[src/rtl/ara_pkg.sv]
// rtl/ara_pkg.sv - shared helpers for the ARA invalidation path
// Purpose: holds the line-offset helper used to line-align invalidation
// addresses. No ports.
package ara_pkg;

  // Number of byte-offset bits inside one L1 D-cache line.
  function automatic int unsigned line_offset_bits(input int unsigned line_bytes);
    return $clog2(line_bytes);
  endfunction

endpackage

[src/rtl/fifo_v3.sv]
// rtl/fifo_v3.sv - register-based FIFO with common_cells fifo_v3 interface
// Purpose: entry buffer with full/empty/usage status and registered storage.
// Ports: clk_i, rst_ni (async active-low), flush_i (clears contents),
//        testmode_i (unused), full_o, empty_o, usage_o (fill level mod DEPTH),
//        data_i/push_i (write side), data_o/pop_i (read side, head entry).
module fifo_v3 #(
  parameter bit          FALL_THROUGH = 1'b0,
  parameter int unsigned DATA_WIDTH   = 32,
  parameter int unsigned DEPTH        = 8,
  parameter type         dtype        = logic [DATA_WIDTH-1:0],
  parameter int unsigned ADDR_DEPTH   = (DEPTH > 1) ? $clog2(DEPTH) : 1
) (
  input  logic                  clk_i,
  input  logic                  rst_ni,
  input  logic                  flush_i,
  input  logic                  testmode_i,
  output logic                  full_o,
  output logic                  empty_o,
  output logic [ADDR_DEPTH-1:0] usage_o,
  input  dtype                  data_i,
  input  logic                  push_i,
  output dtype                  data_o,
  input  logic                  pop_i
);

  dtype                  mem_q [DEPTH];
  logic [ADDR_DEPTH-1:0] rd_ptr_q, wr_ptr_q;
  logic [ADDR_DEPTH:0]   cnt_q;
  logic                  do_push, do_pop, bypass;
  logic                  unused_testmode;

  assign unused_testmode = testmode_i;

  assign full_o  = (cnt_q == (ADDR_DEPTH + 1)'(DEPTH));
  assign empty_o = (cnt_q == '0) && !(FALL_THROUGH && push_i);
  assign usage_o = cnt_q[ADDR_DEPTH-1:0];

  // In fall-through mode an empty FIFO hands data_i straight to the reader.
  assign bypass  = FALL_THROUGH && (cnt_q == '0) && push_i && pop_i;
  assign do_push = push_i && !full_o && !bypass;
  assign do_pop  = pop_i && (cnt_q != '0);
  assign data_o  = (FALL_THROUGH && (cnt_q == '0)) ? data_i : mem_q[rd_ptr_q];

  always_ff @(posedge clk_i or negedge rst_ni) begin
    if (!rst_ni) begin
      rd_ptr_q <= '0;
      wr_ptr_q <= '0;
      cnt_q    <= '0;
      for (int i = 0; i < DEPTH; i++) mem_q[i] <= '0;
    end else if (flush_i) begin
      rd_ptr_q <= '0;
      wr_ptr_q <= '0;
      cnt_q    <= '0;
    end else begin
      if (do_push) begin
        mem_q[wr_ptr_q] <= data_i;
        wr_ptr_q        <= (wr_ptr_q == ADDR_DEPTH'(DEPTH - 1)) ? '0 : wr_ptr_q + 1'b1;
      end
      if (do_pop) begin
        rd_ptr_q <= (rd_ptr_q == ADDR_DEPTH'(DEPTH - 1)) ? '0 : rd_ptr_q + 1'b1;
      end
      if (do_push && !do_pop)      cnt_q <= cnt_q + 1'b1;
      else if (!do_push && do_pop) cnt_q <= cnt_q - 1'b1;
    end
  end

endmodule

[src/rtl/ara_inval_coalescer.sv]
// rtl/ara_inval_coalescer.sv - merges repeated L1 line invalidations toward CVA6
// Purpose: buffers line-aligned invalidations, dropping a request whose line
// equals the most recently pushed line while that line is still queued.
// Ports:
//   clk_i, rst_ni                     clock, async active-low reset
//   en_i                              coherence enable; low = accept and discard
//   inval_addr_i/valid_i/ready_o      upstream invalidations
//   inval_addr_o/valid_o/ready_i      downstream invalidations (line-aligned)
//   busy_o                            any entry buffered
//   merged_cnt_o, fwd_cnt_o           statistics (ARA_INVAL_STATS_EN), else 0
// Configuration macro: ARA_INVAL_STATS_EN enables the saturating counters.
module ara_inval_coalescer
  import ara_pkg::*;
#(
  parameter int unsigned AddrWidth   = 64,
  parameter int unsigned L1LineBytes = 16,
  parameter int unsigned Depth       = 4
) (
  input  logic                 clk_i,
  input  logic                 rst_ni,
  input  logic                 en_i,
  input  logic [AddrWidth-1:0] inval_addr_i,
  input  logic                 inval_valid_i,
  output logic                 inval_ready_o,
  output logic [AddrWidth-1:0] inval_addr_o,
  output logic                 inval_valid_o,
  input  logic                 inval_ready_i,
  output logic                 busy_o,
  output logic [31:0]          merged_cnt_o,
  output logic [31:0]          fwd_cnt_o
);

  localparam int unsigned          OffBits  = line_offset_bits(L1LineBytes);
  localparam int unsigned          UsageW   = $clog2(Depth);
  localparam logic [AddrWidth-1:0] LineMask = ~((AddrWidth'(1) << OffBits) - AddrWidth'(1));

  logic [AddrWidth-1:0] line, last_q;
  logic                 last_vld_q, init_q;
  logic                 full, empty, push, pop, accept;
  logic                 hit_raw, merge_hit, last_pop;
  logic [UsageW-1:0]    usage;

  assign line     = inval_addr_i & LineMask;
  assign pop      = !empty && inval_ready_i;
  // The only queued entry leaves this cycle: merging into it would lose the request.
  assign last_pop = (usage == UsageW'(1)) && !full && pop;
  assign hit_raw  = en_i && last_vld_q && (line == last_q);
  assign merge_hit = hit_raw && !last_pop;

  // Ready uses hit_raw so it never depends on inval_ready_i; when the
  // last_pop exception applies the FIFO holds one entry, so !full is true anyway.
  // init_q keeps ready low while in reset.
  assign inval_ready_o = init_q && (!en_i || hit_raw || !full);
  assign accept        = inval_valid_i && inval_ready_o;
  assign push          = accept && en_i && !merge_hit;

  assign inval_valid_o = !empty;
  assign busy_o        = !empty;

  always_ff @(posedge clk_i or negedge rst_ni) begin
    if (!rst_ni) begin
      init_q     <= 1'b0;
      last_q     <= '0;
      last_vld_q <= 1'b0;
    end else begin
      init_q <= 1'b1;
      if (push) begin
        last_q     <= line;
        last_vld_q <= 1'b1;
      end else if (empty || last_pop) begin
        last_vld_q <= 1'b0;
      end
    end
  end

  fifo_v3 #(
    .FALL_THROUGH (1'b0),
    .DATA_WIDTH   (AddrWidth),
    .DEPTH        (Depth),
    .dtype        (logic [AddrWidth-1:0])
  ) i_fifo (
    .clk_i      (clk_i),
    .rst_ni     (rst_ni),
    .flush_i    (1'b0),
    .testmode_i (1'b0),
    .full_o     (full),
    .empty_o    (empty),
    .usage_o    (usage),
    .data_i     (line),
    .push_i     (push),
    .data_o     (inval_addr_o),
    .pop_i      (pop)
  );

`ifdef ARA_INVAL_STATS_EN
  logic [31:0] merged_q, fwd_q;

  always_ff @(posedge clk_i or negedge rst_ni) begin
    if (!rst_ni) begin
      merged_q <= '0;
      fwd_q    <= '0;
    end else begin
      if (accept && merge_hit && (merged_q != '1)) merged_q <= merged_q + 1'b1;
      if (pop && (fwd_q != '1))                    fwd_q    <= fwd_q + 1'b1;
    end
  end

  assign merged_cnt_o = merged_q;
  assign fwd_cnt_o    = fwd_q;
`else
  assign merged_cnt_o = '0;
  assign fwd_cnt_o    = '0;
`endif

endmodule

[config.mk]
export PLATFORM = sky130hd
export DESIGN_NAME = ara_inval_coalescer
export DESIGN_NICKNAME = d
export VERILOG_FILES = /design/src/rtl/ara_pkg.sv /design/src/rtl/fifo_v3.sv /design/src/rtl/ara_inval_coalescer.sv
export SDC_FILE = /design/constraint.sdc
export NUM_CORES = 1
export LEC_CHECK = 0
export ABC_AREA = 1
export BUFFER_PORTS_ARGS = -buffer_cell sky130_fd_sc_hd__clkbuf_2
export CORE_ASPECT_RATIO = 1.5
export CORE_MARGIN = 2
export CORE_UTILIZATION = 40
export CTS_BUF_LIST = sky130_fd_sc_hd__clkbuf_8
export CTS_CLUSTER_DIAMETER = 120
export DETAILED_ROUTE_END_ITERATION = 10
export PLACE_DENSITY_LB_ADDON = 0.2
export SYNTH_ARGS = -nofsm -noshare
export SYNTH_HDL_FRONTEND = slang
export SYNTH_SLANG_ARGS = --single-unit
[constraint.sdc]
create_clock -name clk_i -period 6.6 [get_ports clk_i]
set_input_delay 0.33 -clock clk_i [delete_from_list [all_inputs] [get_ports clk_i]]
set_output_delay 0.33 -clock clk_i [all_outputs]
set_load 0.05 [all_outputs]
After elaboration in Yosys (flattened, before gate mapping)
Index checks and enable logic that the tools add are counted.
- $add $sub $neg: 4
- eq/ne operators: 5
- multiplexer cells: 12
- bitwise operators: 2
- $lt $le $gt $ge: 3
- reduce and logical (&&, ||, !) cells: 29
- operators with widths (operator ; count):
    $bwmux W256 ; 1
    $mux W64 ; 3
    $bmux W64 S2 ; 1
    $demux W64 S2 ; 1
    $eq A60 B60 Y1 ; 1
    $logic_and A1 B1 Y1 ; 15
    $logic_not A1 Y1 ; 7
    $ge A3 B3 Y1 const B ; 2
    $mux W3 ; 2
    $not A2 Y3 ; 2
    $add A2 B1 Y2 const B ; 2
    $eq A2 B2 Y1 const B ; 2
    $mux W2 ; 2
    $reduce_bool A2 Y1 ; 2
    $add A3 B1 Y3 const B ; 1
    $eq A3 B3 Y1 const B ; 1
    $logic_not A3 Y1 ; 1
    $logic_or A1 B1 Y1 ; 3
    $lt A3 B1 Y1 const B ; 1
    $reduce_bool A3 Y1 ; 1
    $sub A3 B1 Y3 const B ; 1
    $eq A2 B1 Y1 const B ; 1
    $mux W1 ; 2
- flip-flop bits (word level): 325
- logic and storage cells: 65

Logic depth before layout (Yosys ltp)
Gate-level depths: netlist of the first run.
- depth in word-level cells: 13
- depth in mapped cells: 21

Hierarchy
Synthesis of the first run repeated with hierarchy kept, for this count alone.
- cells, all modules: 1953
- area, all modules: 16190.5 um^2
- by module, submodules not included (module ; cells each ; area an instance (um^2) ; times used):
    fifo_v3 ; 1319 ; 12037.8 ; 1
    ara_inval_coalescer ; 634 ; 4152.7 ; 1

Least setup slack after synthesis of the first run
Ideal clock, no wire load.
- path kind: register to register
- start point: reg last_q[48]
- end point: reg i_fifo.cnt_q[1]
- setup time: 0.125 ns
- path buffers: 2
- data arrival time: 2.346 ns
- setup slack: 4.130 ns
- required time: 6.475 ns
- stages on the path, launching flop included: 17
- cells stage by stage: dfrtp_1 -> xor2_1 -> nor2_1 -> nand2_1 -> nor2_1 -> nand2_1 -> nor2_2 -> nand2_1 -> nand2_1 -> nand2_2 -> nor2_4 -> buf_6 -> buf_4 -> ha_1 -> inv_1 -> fa_1 -> mux2_2
- longest elaborated chain between the ends: 12
- elaborated cells between the ends (all ways): 16
- those cells by class: eq/ne (1); mux (1); reduce/logical (14)
- ends and longest elaborated chain (what ; RTL line ; text):
    start: declaration ; ara_inval_coalescer.sv:37 ; logic [AddrWidth-1:0] line, last_q;
    start signal: assignment ; ara_inval_coalescer.sv:68 ; last_q <= line;
    $eq A60 B60 Y1 (*) ; ara_inval_coalescer.sv:47 ; assign hit_raw = en_i && last_vld_q && (line == last_q);
    $logic_and A1 B1 Y1 (*) ; ara_inval_coalescer.sv:47 ;
    $logic_or A1 B1 Y1 (2 in a row) ; ara_inval_coalescer.sv:53 ; assign inval_ready_o = init_q && (!en_i || hit_raw || !full);
    $logic_and A1 B1 Y1 ; ara_inval_coalescer.sv:53 ;
    $logic_and A1 B1 Y1 ; ara_inval_coalescer.sv:54 ; assign accept = inval_valid_i && inval_ready_o;
    $logic_and A1 B1 Y1 ; ara_inval_coalescer.sv:55 ; assign push = accept && en_i && !merge_hit;
    $logic_and A1 B1 Y1 (*) ; ara_inval_coalescer.sv:55 ;
    $logic_and A1 B1 Y1 (*) ; fifo_v3.sv:40 ; assign do_push = push_i && !full_o && !bypass;
    via i_fifo.do_push ; fifo_v3.sv:29 ; logic do_push, do_pop, bypass;
    $logic_not A1 Y1 ; fifo_v3.sv:63 ; else if (!do_push && do_pop) cnt_q <= cnt_q - 1'b1;
    $logic_and A1 B1 Y1 ; fifo_v3.sv:63 ;
    $reduce_bool A2 Y1 (no line) ; n/a ;
    end signal: assignment ; fifo_v3.sv:62 ; if (do_push && !do_pop) cnt_q <= cnt_q + 1'b1;
    end signal: assignment ; fifo_v3.sv:63 ;
    end: declaration ; fifo_v3.sv:28 ; logic [ADDR_DEPTH:0] cnt_q;
The timed path passes the listed nets; every way through them passes the cells marked *.
A chain may end at the register's enable or synchronous reset.

Final worst setup path of the first run
- start point: reg i_fifo.rd_ptr_q[0]
- end point: out inval_addr_o[37]
- longest elaborated chain between the ends: 4
- ends and longest elaborated chain (what ; RTL line ; text):
    start: declaration ; fifo_v3.sv:27 ; logic [ADDR_DEPTH-1:0] rd_ptr_q, wr_ptr_q;
    start signal: assignment ; fifo_v3.sv:60 ; rd_ptr_q <= (rd_ptr_q == ADDR_DEPTH'(DEPTH - 1)) ? '0 : rd_ptr_q + 1'b1;
    $not A2 Y3 (implied by the code) ; fifo_v3.sv:42 ; assign data_o = (FALL_THROUGH && (cnt_q == '0)) ? data_i : mem_q[rd_ptr_q];
    $bmux W64 S2 ; fifo_v3.sv:42 ;
    $mux W64 (implied by the code) (2 in a row) ; fifo_v3.sv:42 ;
    end: declaration ; ara_inval_coalescer.sv:25 ; output logic [AddrWidth-1:0] inval_addr_o,
Every way passes these cells. The select of a mux whose other input is x is not followed.

==> impl_metrics.json, run 1 <==
{
  "yosys_register_bits": 309,
  "grt_max_degree": 186,
  "critPathLaunch": "i_fifo.rd_ptr_q[0]",
  "arrival_ns": 3.49,
  "yosys.area.top_type_share_pct": 49.15,
  "tightest_slew_ns": 1.259,
  "slew_violations": 0,
  "path_class": "flip-flop to primary output",
  "start_util_pct": 40.25,
  "p_int_mw": 4.654,
  "overflow": 0,
  "netlist_instances": 2021,
  "start_kind": "flip-flop",
  "async_flop_share_pct": 100.0,
  "synth_commonest_cells": "nand2_1 (722), dfrtp_1 (309), nand3_1 (243)",
  "synthXorXnorAreaFrac_pct": 0.3897,
  "min_from": "inval_addr_i[48]",
  "whs_ns": 0.03475,
  "p_comb_share_pct": 47.1,
  "drive_above_1_share_pct": 11.64,
  "vdd_ir_drop_max_mv": 0.3627,
  "ctsResizeCount": 0,
  "rows": 89,
  "grt_pass1_wl_microns": 70880,
  "gp_congestion": 0.7312,
  "timing.rr.end": "i_fifo.cnt_q[2]",
  "synth_warnings": 0,
  "post-cts-setup-buffer-count": 0,
  "cts_buffers": 50,
  "drtIter0Drc": 1139,
  "synth_top_family_by_area": "simple AND/OR/NAND/NOR gates",
  "hold_class": "input port to flip-flop",
  "synth_top_cell_by_area": "dfrtp_1",
  "seq_area_sq_mm": 0.007737,
  "timing.final.crit_share_pct": 57.89,
  "seq_area_frac_synth_pct": 49.15,
  "fin_crit_ns": 3.821,
  "vias": 13140,
  "wl_met3_microns": 2296,
  "end_kind": "primary output",
  "switchingPower_mw": 4.517,
  "total_power_mw": 9.171,
  "clock_sinks": 309,
  "fp.coreArea_sq_mm": 0.03909,
  "p_seq_share_pct": 34.7,
  "tritoncts": "yes",
  "slew_headroom_pct": 16.10,
  "cp-endpoint": "inval_addr_o[37]",
  "synth_edf_count": 0,
  "worst-r2r-cell-count": 20,
  "synth-main-ff-cell": "dfrtp_1",
  "ff2ff_setup_slack_ns": 3.04,
  "switching_share_pct": 49.26,
  "wl_per_cell_microns": 16.74,
  "drc": 0,
  "viasPerCell": 5.002,
  "power_frac_clock_pct": 18.2,
  "numPortBuffers": 127,
  "clockBufferDepth": 3,
  "grt_use_total_pct": 21.57,
  "grt_pass1_vias": 12940,
  "p_leak_nw": 9.030,
  "avgSynthCellArea_sq_um": 7.785,
  "power_density_mw_per_mm2": 539.8,
  "fp.dieArea_sq_mm": 0.04097,
  "synth_most_common_cell": "nand2_1",
  "synth_simple_gate_area_share_pct": 29.62,
  "antenna_found_initial": 6,
  "ant_nets": 0,
  "crit_fanout": 74,
  "io_pins": 200,
  "htreeDepth": 2,
  "hpwlAfterDp_microns": 23280,
  "rsz0062_at_grt": "false",
  "final_hold_viol_count": 0,
  "syn_area_sq_mm": 0.01573,
  "fmax_ghz": 0.2617,
  "die_x_microns": 165.9,
  "synth_compound_area_share_pct": 8.462,
  "multi_input_comb_area_sq_mm": 0.006427,
  "synthMuxAreaShare_pct": 0.07158,
  "n_fill_cell": 4065,
  "synth_top_cells_by_area": "dfrtp_1 (49%), nand2_1 (17%), nand3_1 (7.7%)",
  "status": "complete, no violations",
  "m1WireLength_microns": 18890,
  "finalSetupViolCount": 0,
  "finClkSkew_ns": 0.02449,
  "cts.hold.buffers_added": 1,
  "setup_tns_ns": 0,
  "cts.root.buffer_cell": "clkbuf_8",
  "reg2reg_from": "last_q[55]",
  "die_h_microns": 246.9,
  "highest_layer": "met5",
  "nNetsFinal": 2158,
  "syn_to_final_growth_pct": 7.977,
  "critical_path_required_ns": 6.27,
  "drt_wl_total_microns": 43960,
  "met2_length_microns": 21900,
  "synth_fa_ha_area_share_pct": 0.6044,
  "ys_types": 28,
  "first_pass_iters": 6,
  "clk_pin_slew_ns": 0.07,
  "maxCapViolCount": 0,
  "clk_latency_ns": 0.60
}
==> layer usage <==
layer,up-vias,GRT usage [%]
met5,-,0
met3,66,3.313
met2,365,37.86
met4,4,6.368
met1,6258,27.55
li1,6442,-
==> cell type report <==
type / instances / area share, %
antenna: 4 / 0.05892
clock buffer: 66 / 5.347
clock inverter: 26 / 0.6261
inverter: 108 / 2.394
multi-input combinational: 1472 / 37.84
sequential: 309 / 45.55
tap: 500 / 3.683
timing repair buffer: 141 / 4.508
==> logic make-up after synthesis <==
logic type / Yosys count
xor+xnor: 7
buf+inv: 307
compound gates: 251
simple gates: 1137
mux: 1
other cells: 2
flops: 309
fa+ha+maj: 7
==> sequential cells by signal, indices dropped and copies added (netlist names) <==
name / count
i_fifo.mem_q: 240
last_q: 60
i_fifo.cnt_q: 3
i_fifo.rd_ptr_q: 2
i_fifo.wr_ptr_q: 2
init_q: 1
last_vld_q: 1
==> stage by stage <==
step	utilization, %	std cells	worst slack (ns)	area [sq um]
after floorplan	-	2088	4.130	15980
after global placement	40.81	2529	2.902	15950
after detailed placement	40.81	2529	2.865	15950
after CTS	43.44	2622	2.661	16980
after global routing	43.46	2626	2.552	16990
final	43.46	2626	2.779	16990
==> critical path, stage by stage, from the launching register on <==
cell	delay, ns
dfrtp_4	0.64
clkinv_2	0.91
buf_4	0.64
o21ai_0	0.25
o22ai_1	0.15
clkbuf_2	0.27
==> power groups by stage <==
stage | logic [mW] | clock network [mW] | registers, mW
2_1_floorplan | 3.31 | 0 | 3.08
3_3_place_gp | 4.30 | 0 | 3.17
3_5_place_dp | 4.35 | 0 | 3.21
4_1_cts | 4.35 | 1.72 | 3.18
5_1_grt | 4.74 | 1.80 | 3.29
6_report | 4.32 | 1.67 | 3.18
==> worst min path at each step <==
| stage | slack, ns | cells past startpoint | end |
|---|---|---|---|
| after floorplan | 0.03 | 0 | i_fifo.cnt_q[0] |
| after global placement | 0.45 | 2 | i_fifo.mem_q[176] |
| after detailed placement | 0.45 | 2 | i_fifo.mem_q[110] |
| after CTS | 0.006 | 3 | last_q[48] |
| after global routing | 0.03 | 3 | last_q[6] |
| final | 0.03 | 3 | last_q[48] |
==> cell usage in the layout, fill, tap and decap left out, types with 2 or more instances in the layout <==
| cell type | count |
|---|---|
| clkbuf_2 | 126 |
| nand2_8 | 4 |
| o21ai_0 | 190 |
| ha_2 | 4 |
| o22ai_1 | 60 |
| xnor2_1 | 5 |
| clkbuf_8 | 66 |
| nand3_1 | 243 |
| ha_1 | 2 |
| inv_1 | 107 |
| buf_4 | 12 |
| clkinv_2 | 5 |
| diode_2 | 4 |
| nand2_1 | 722 |
| inv_2 | 21 |
| nor2_1 | 162 |
| conb_1 | 69 |
| xor2_1 | 2 |
| dfrtp_1 | 307 |
No activity file was read; power rests on OpenSTA's default activity.
==> inputs of run 2 (changes only) <==
==> constraint.sdc (replaced) <==
create_clock -name clk_i -period 4 [get_ports clk_i]
set_input_delay 0.2 -clock clk_i [delete_from_list [all_inputs] [get_ports clk_i]]
set_output_delay 0.2 -clock clk_i [all_outputs]
set_load 0.05 [all_outputs]
==> run 2 against run 1 <==
Register-to-register slack got worse by 2.1 ns; via count rose by 2.0%; total power rose by 66%; critical path depth rose by 13; critical path type is now flip-flop to flip-flop; highest routed layer is now met4; largest cell class unchanged.
==> impl_metrics.json, run 2 (synthesis gave the netlist of run 1 again) <==
{
  "arrival_ns": 3.52,
  "drive_above_1_share_pct": 11.34,
  "p_leak_nw": 9.296,
  "worst-r2r-cell-count": 18,
  "end_kind": "flip-flop",
  "multi_input_comb_area_sq_mm": 0.006427,
  "crit_fanout": 8,
  "post-cts-setup-buffer-count": 0,
  "rows": 89,
  "tritoncts": "yes",
  "maxCapViolCount": 0,
  "drtIter0Drc": 1010,
  "syn_to_final_growth_pct": 12.29,
  "grt_pass1_wl_microns": 70880,
  "reg2reg_from": "last_q[49]",
  "power_density_mw_per_mm2": 862.5,
  "gp_congestion": 0.7452,
  "drc": 0,
  "grt_pass1_vias": 12900,
  "vias": 13400,
  "layout_commonest_cell": "nand2_1",
  "finalSetupViolCount": 0,
  "slew_headroom_pct": 33.41,
  "setup_tns_ns": 0,
  "critical_path_required_ns": 4.50,
  "cts.hold.buffers_added": 62,
  "viasPerCell": 5.002,
  "seq_area_sq_mm": 0.007737,
  "clockBufferDepth": 3,
  "n_fill_cell": 3959,
  "critPathLaunch": "last_q[49]",
  "dpl.cell_count": 2533,
  "timing.rr.end": "i_fifo.cnt_q[2]",
  "fmax_ghz": 0.3307,
  "path_class": "flip-flop to flip-flop",
  "fp.coreArea_sq_mm": 0.03909,
  "wl_per_cell_microns": 16.57,
  "mostFrequentLayoutCells": "nand2_1 (722), dfrtp_1 (307), nand3_1 (243)",
  "status": "complete, no violations",
  "first_pass_iters": 6,
  "hold_class": "input port to asynchronous set/reset pin",
  "grt_use_total_pct": 21.54,
  "rsz0062_at_grt": "false",
  "fin_crit_ns": 3.024,
  "numPortBuffers": 127,
  "cts_buffers": 49,
  "start_kind": "flip-flop",
  "hpwlAfterDp_microns": 23760,
  "vdd_ir_drop_max_mv": 0.5573,
  "finClkSkew_ns": 0.01651,
  "clock_sinks": 309,
  "whs_ns": 0.3082,
  "dpl-instance-area_sq_mm": 0.01605,
  "grt_max_degree": 165,
  "stdcell_area_sq_mm": 0.01767,
  "total_power_mw": 15.24,
  "drt_wl_total_microns": 44380,
  "ctsResizeCount": 0,
  "largest_reg_flops": 240,
  "clk_pin_slew_ns": 0.07,
  "regMostFlops": "i_fifo.mem_q",
  "antenna_found_initial": 1,
  "timing.final.crit_share_pct": 75.59,
  "ant_nets": 0,
  "io_pins": 200,
  "start_util_pct": 40.25,
  "slew_violations": 0,
  "tightest_slew_ns": 0.9989,
  "die_h_microns": 246.9,
  "clk_latency_ns": 0.58,
  "overflow": 0,
  "cts.root.buffer_cell": "clkbuf_8",
  "die_x_microns": 165.9,
  "final_hold_viol_count": 0,
  "layout.cells.non_filler": 2679,
  "htreeDepth": 2,
  "ff2ff_setup_slack_ns": 0.98,
  "nNetsFinal": 2222,
  "fp.dieArea_sq_mm": 0.04097,
  "top_regs": "i_fifo.mem_q x240, last_q x60, i_fifo.cnt_q x3"
}
-- run 2: cell count changes in the layout (fill, tap and decap cells not counted) --
cell / previous run / this run
buf_12: 1 / 6
inv_1: 107 / 102
clkinvlp_4: 1 / 0
bufinv_16: 0 / 1
dlygate4sd3_1: 1 / 62
diode_2: 4 / 1
clkinv_2: 5 / 1
buf_4: 12 / 11
-- run 2: how the worst max path moves through the flow --
| stage | to | slack, ns | depth (start not counted) |
|---|---|---|---|
| floorplan | i_fifo.cnt_q[1] | 1.53 | 16 |
| global placement | i_fifo.cnt_q[2] | 0.97 | 20 |
| detailed placement | i_fifo.cnt_q[2] | 0.97 | 20 |
| CTS | i_fifo.cnt_q[2] | 0.96 | 18 |
| global route | last_q[4] | 0.67 | 16 |
| finish | i_fifo.cnt_q[2] | 0.98 | 18 |
-- run 2: final cells by class --
class	instances	share of cell area, %
Sequential cell	309	43.80
Multi-Input combinational cell	1472	36.38
Timing Repair Buffer	206	8.314
Antenna cell	1	0.01416
Clock inverter	17	0.5099
Clock buffer	66	5.142
Tap cell	500	3.541
Inverter	108	2.302
-- run 2: layer usage --
| layer | GRT usage [%] | routed length, microns | vias up |
|---|---|---|---|
| met3 | 2.833 | 2114 | 81 |
| met2 | 38.33 | 22350 | 399 |
| li1 | - | - | 6552 |
| met1 | 26.96 | 18740 | 6368 |
| met4 | 7.391 | 1179 | 0 |
| met5 | 0 | 0 | - |
-- run 2: critical path, stage by stage (launching register included) --
cell and delay (ns):
dfrtp_1 0.37, inv_1 0.08, o21ai_0 0.07, nor2_1 0.13
nand2_1 0.08, nor2_1 0.20, nand2_1 0.08, nor2_1 0.13
nand2_1 0.07, nand2_1 0.07, nand2_2 0.07, nor2_4 0.50
ha_1 0.26, inv_1 0.08, fa_1 0.39, nor2_1 0.11
nor2_1 0.04, nand2_1 0.07, xor2_1 0.14
-- run 2: through the flow --
step | util, % | worst slack, ns
floorplan | - | 1.530
global route | 45.20 | 0.6686
detailed placement | 41.05 | 0.9696
CTS | 45.19 | 0.9568
global placement | 41.05 | 0.9739
finish | 45.20 | 0.9762
-- run 2: report_power, final --
part           internal, mW  total, mW  switching, mW
combinational          1.77       7.25           5.48
sequential             4.51       5.21          0.697
clock                  1.52       2.78           1.26
total                  7.80       15.2           7.44
==> inputs of run 3 (changes only) <==
==> constraint.sdc (replaced) <==
create_clock -name clk_i -period 2.4 [get_ports clk_i]
set_input_delay 0.12 -clock clk_i [delete_from_list [all_inputs] [get_ports clk_i]]
set_output_delay 0.12 -clock clk_i [all_outputs]
set_load 0.05 [all_outputs]
==> run 3 against run 2 <==
The run now ends with setup timing left; die area did not move; total power is 99% higher; flip-flop and latch count unchanged; first-iteration DRC count up 17%; clock-buffer cell count increased by 4; sequential share of layout area is 5.8 points lower; cell count rose by 4.7%; fmax rose by 20%.
==> impl_metrics.json, run 3 (synthesis gave the netlist of run 1 again) <==
{
  "top_regs": "i_fifo.mem_q x240, last_q x60, i_fifo.cnt_q x3",
  "slew_violations": 0,
  "slowest_stage": "fa_2",
  "critPathLaunch": "last_q[30]",
  "overflow": 0,
  "arrival_ns": 3.00,
  "vdd_ir_drop_max_mv": 1.222,
  "ff2ff_setup_slack_ns": -0.11,
  "clk_latency_ns": 0.61,
  "grt_max_degree": 95,
  "ant_nets": 0,
  "power_density_mw_per_mm2": 1489,
  "reg2reg_from": "last_q[30]",
  "crit_path_cell_trace": "inv_1, nand2_1, nand2_1, nor2_1, nand2_1, nor2_2, nand2_4, nor2_4, nand2_1, nand2_1, nand2_2, nor2_4, ha_4, inv_2, fa_2, mux2_4",
  "wl_per_cell_microns": 17.40,
  "maxCapViolCount": 0,
  "drt_wl_total_microns": 48830,
  "grt_pass1_vias": 13770,
  "drc": 0,
  "viasPerCell": 5.078,
  "total_power_mw": 30.28,
  "hold_class": "input port to flip-flop",
  "mostFrequentLayoutCells": "nand2_1 (719), dfrtp_1 (307), nand3_1 (243)",
  "power_frac_clock_pct": 15.6,
  "dpl.cell_count": 2631,
  "finClkSkew_ns": 0.02340,
  "clk_pin_slew_ns": 0.06,
  "die_h_microns": 246.9,
  "p_leak_nw": 10.50,
  "drive_above_1_share_pct": 17.80,
  "fp.dieArea_sq_mm": 0.04097,
  "regMostFlops": "i_fifo.mem_q",
  "end_kind": "flip-flop",
  "layout_commonest_cell": "nand2_1",
  "tritoncts": "yes",
  "timing.rr.end": "i_fifo.cnt_q[1]",
  "hpwlAfterDp_microns": 27330,
  "drtIter0Drc": 1184,
  "switchingPower_mw": 13.51,
  "first_pass_iters": 7,
  "htreeDepth": 2,
  "violations": "setup timing",
  "crit_fanout": 3,
  "min_from": "inval_addr_i[17]",
  "min_to": "i_fifo.mem_q[17]",
  "fin_crit_ns": 2.514,
  "slowest_delay_ns": 0.40,
  "gp_congestion": 0.7839,
  "timing.final.crit_share_pct": 104.7,
  "switching_share_pct": 44.61,
  "setup_slack_ns": -0.1138,
  "clock_sinks": 309,
  "rows": 89,
  "status": "finished, violations left",
  "clockBufferDepth": 3,
  "start_kind": "flip-flop",
  "path_class": "flip-flop to flip-flop",
  "start_util_pct": 40.25,
  "crit_top_cell": "nand2_1",
  "tightest_slew_ns": 0.6530,
  "post-place-ws_ns": -0.2294,
  "rsz0062_at_grt": "true",
  "p_int_mw": 16.77,
  "grt_use_total_pct": 22.78,
  "largest_reg_flops": 240,
  "cts_buffers": 50,
  "final_hold_viol_count": 0,
  "hold_path_depth": 5,
  "die_x_microns": 165.9,
  "p_comb_share_pct": 55.6,
  "fmax_ghz": 0.3978,
  "cts.root.buffer_cell": "clkbuf_8",
  "utilization_pct": 52.04,
  "numPortBuffers": 127,
  "layout.cells.non_filler": 2806,
  "io_pins": 200,
  "grt_pass1_wl_microns": 74690,
  "vias": 14250,
  "syn_to_final_growth_pct": 29.28,
  "p_seq_share_pct": 28.8,
  "antenna_found_initial": 2,
  "finalSetupViolCount": 167,
  "fp.coreArea_sq_mm": 0.03909,
  "worst-r2r-cell-count": 16,
  "nNetsFinal": 2342,
  "slew_headroom_pct": 56.46,
  "critical_path_required_ns": 2.89
}
==> run 3: cell types whose count changed in the layout (fill, tap and decap cells not counted), moves of 4 or more <==
cell,change
buf_4,+75
clkbuf_8,+5
inv_1,-5
inv_2,+4
clkbuf_2,-61
o22ai_2,+12
o21ai_0,-5
buf_12,+77
o22ai_1,-12
buf_16,+8
nor2_2,+9
clkbuf_16,+13
nor2_1,-12
==> run 3: through the flow <==
step                      cell area (sq um)  hold slack, ns  setup TNS (ns)
after detailed placement              17910          0.1072          -26.42
after global routing                  20340         0.04585          -55.40
after CTS                             19810         0.01008         -0.2697
after floorplan                       15990         -0.1756        -0.05762
after global placement                17910          0.1069          -17.72
final                                 20340         0.02274          -6.994
==> run 3: what timing repair did <==
action | in CTS | in global routing
setup endpoints to repair | 316 | 315
pin swaps | 23 | 15
hold buffers | 61 | 0
resized for setup | 45 | 32
buffers inserted | 3 | 4
hold endpoints to repair | 587 | 0
gates cloned | 2 | 15
==> run 3: layer usage <==
layer | routed length [microns] | share of wire (%) | up-vias | GRT usage, %
met5 | 0 | 0 | - | 0
met4 | 1756 | 3.6 | 0 | 9.616
met3 | 2549 | 5.2 | 93 | 2.929
met2 | 24450 | 50 | 507 | 39.75
met1 | 20070 | 41 | 6836 | 28.49
li1 | - | - | 6812 | -
==> run 3: layout make-up <==
| type | count | area (sq um) |
|---|---|---|
| Timing Repair Buffer | 325 | 3929 |
| Sequential cell | 309 | 7737 |
| Clock buffer | 70 | 963.4 |
| Multi-Input combinational cell | 1472 | 6586 |
| Tap cell | 500 | 625.6 |
| Inverter | 108 | 411.6 |
| Clock inverter | 20 | 81.33 |
| Antenna cell | 2 | 5.005 |
| Fill cell | 3737 | 18750 |
==> run 3: worst max path at each step <==
stage / end / slack, ns / depth (start not counted)
floorplan: i_fifo.cnt_q[1] / -0.05 / 16
global route: i_fifo.mem_q[147] / -0.27 / 18
CTS: i_fifo.cnt_q[1] / -0.12 / 17
global placement: i_fifo.cnt_q[1] / -0.19 / 17
detailed placement: i_fifo.cnt_q[1] / -0.23 / 16
finish: i_fifo.cnt_q[1] / -0.11 / 16
==> run 3: power by group through the flow <==
stage | Combinational (mW) | Sequential [mW] | Clock, mW
6_report | 16.8 | 8.72 | 4.72
3_3_place_gp | 16.1 | 8.72 | 0
3_5_place_dp | 16.2 | 8.81 | 0
5_1_grt | 18.0 | 9.01 | 5.06
4_1_cts | 16.7 | 8.71 | 4.82
2_1_floorplan | 9.11 | 8.47 | 0
==> run 3: critical path: cells and delay by family, from the launching register on <==
| kind | cells | cell delay (ns) |
|---|---|---|
| buffers and inverters | 2 | 0.08 |
| adders and majority gates | 2 | 0.54 |
| DFF | 1 | 0.35 |
| and+or+nand+nor | 11 | 1.15 |
| muxes | 1 | 0.27 |
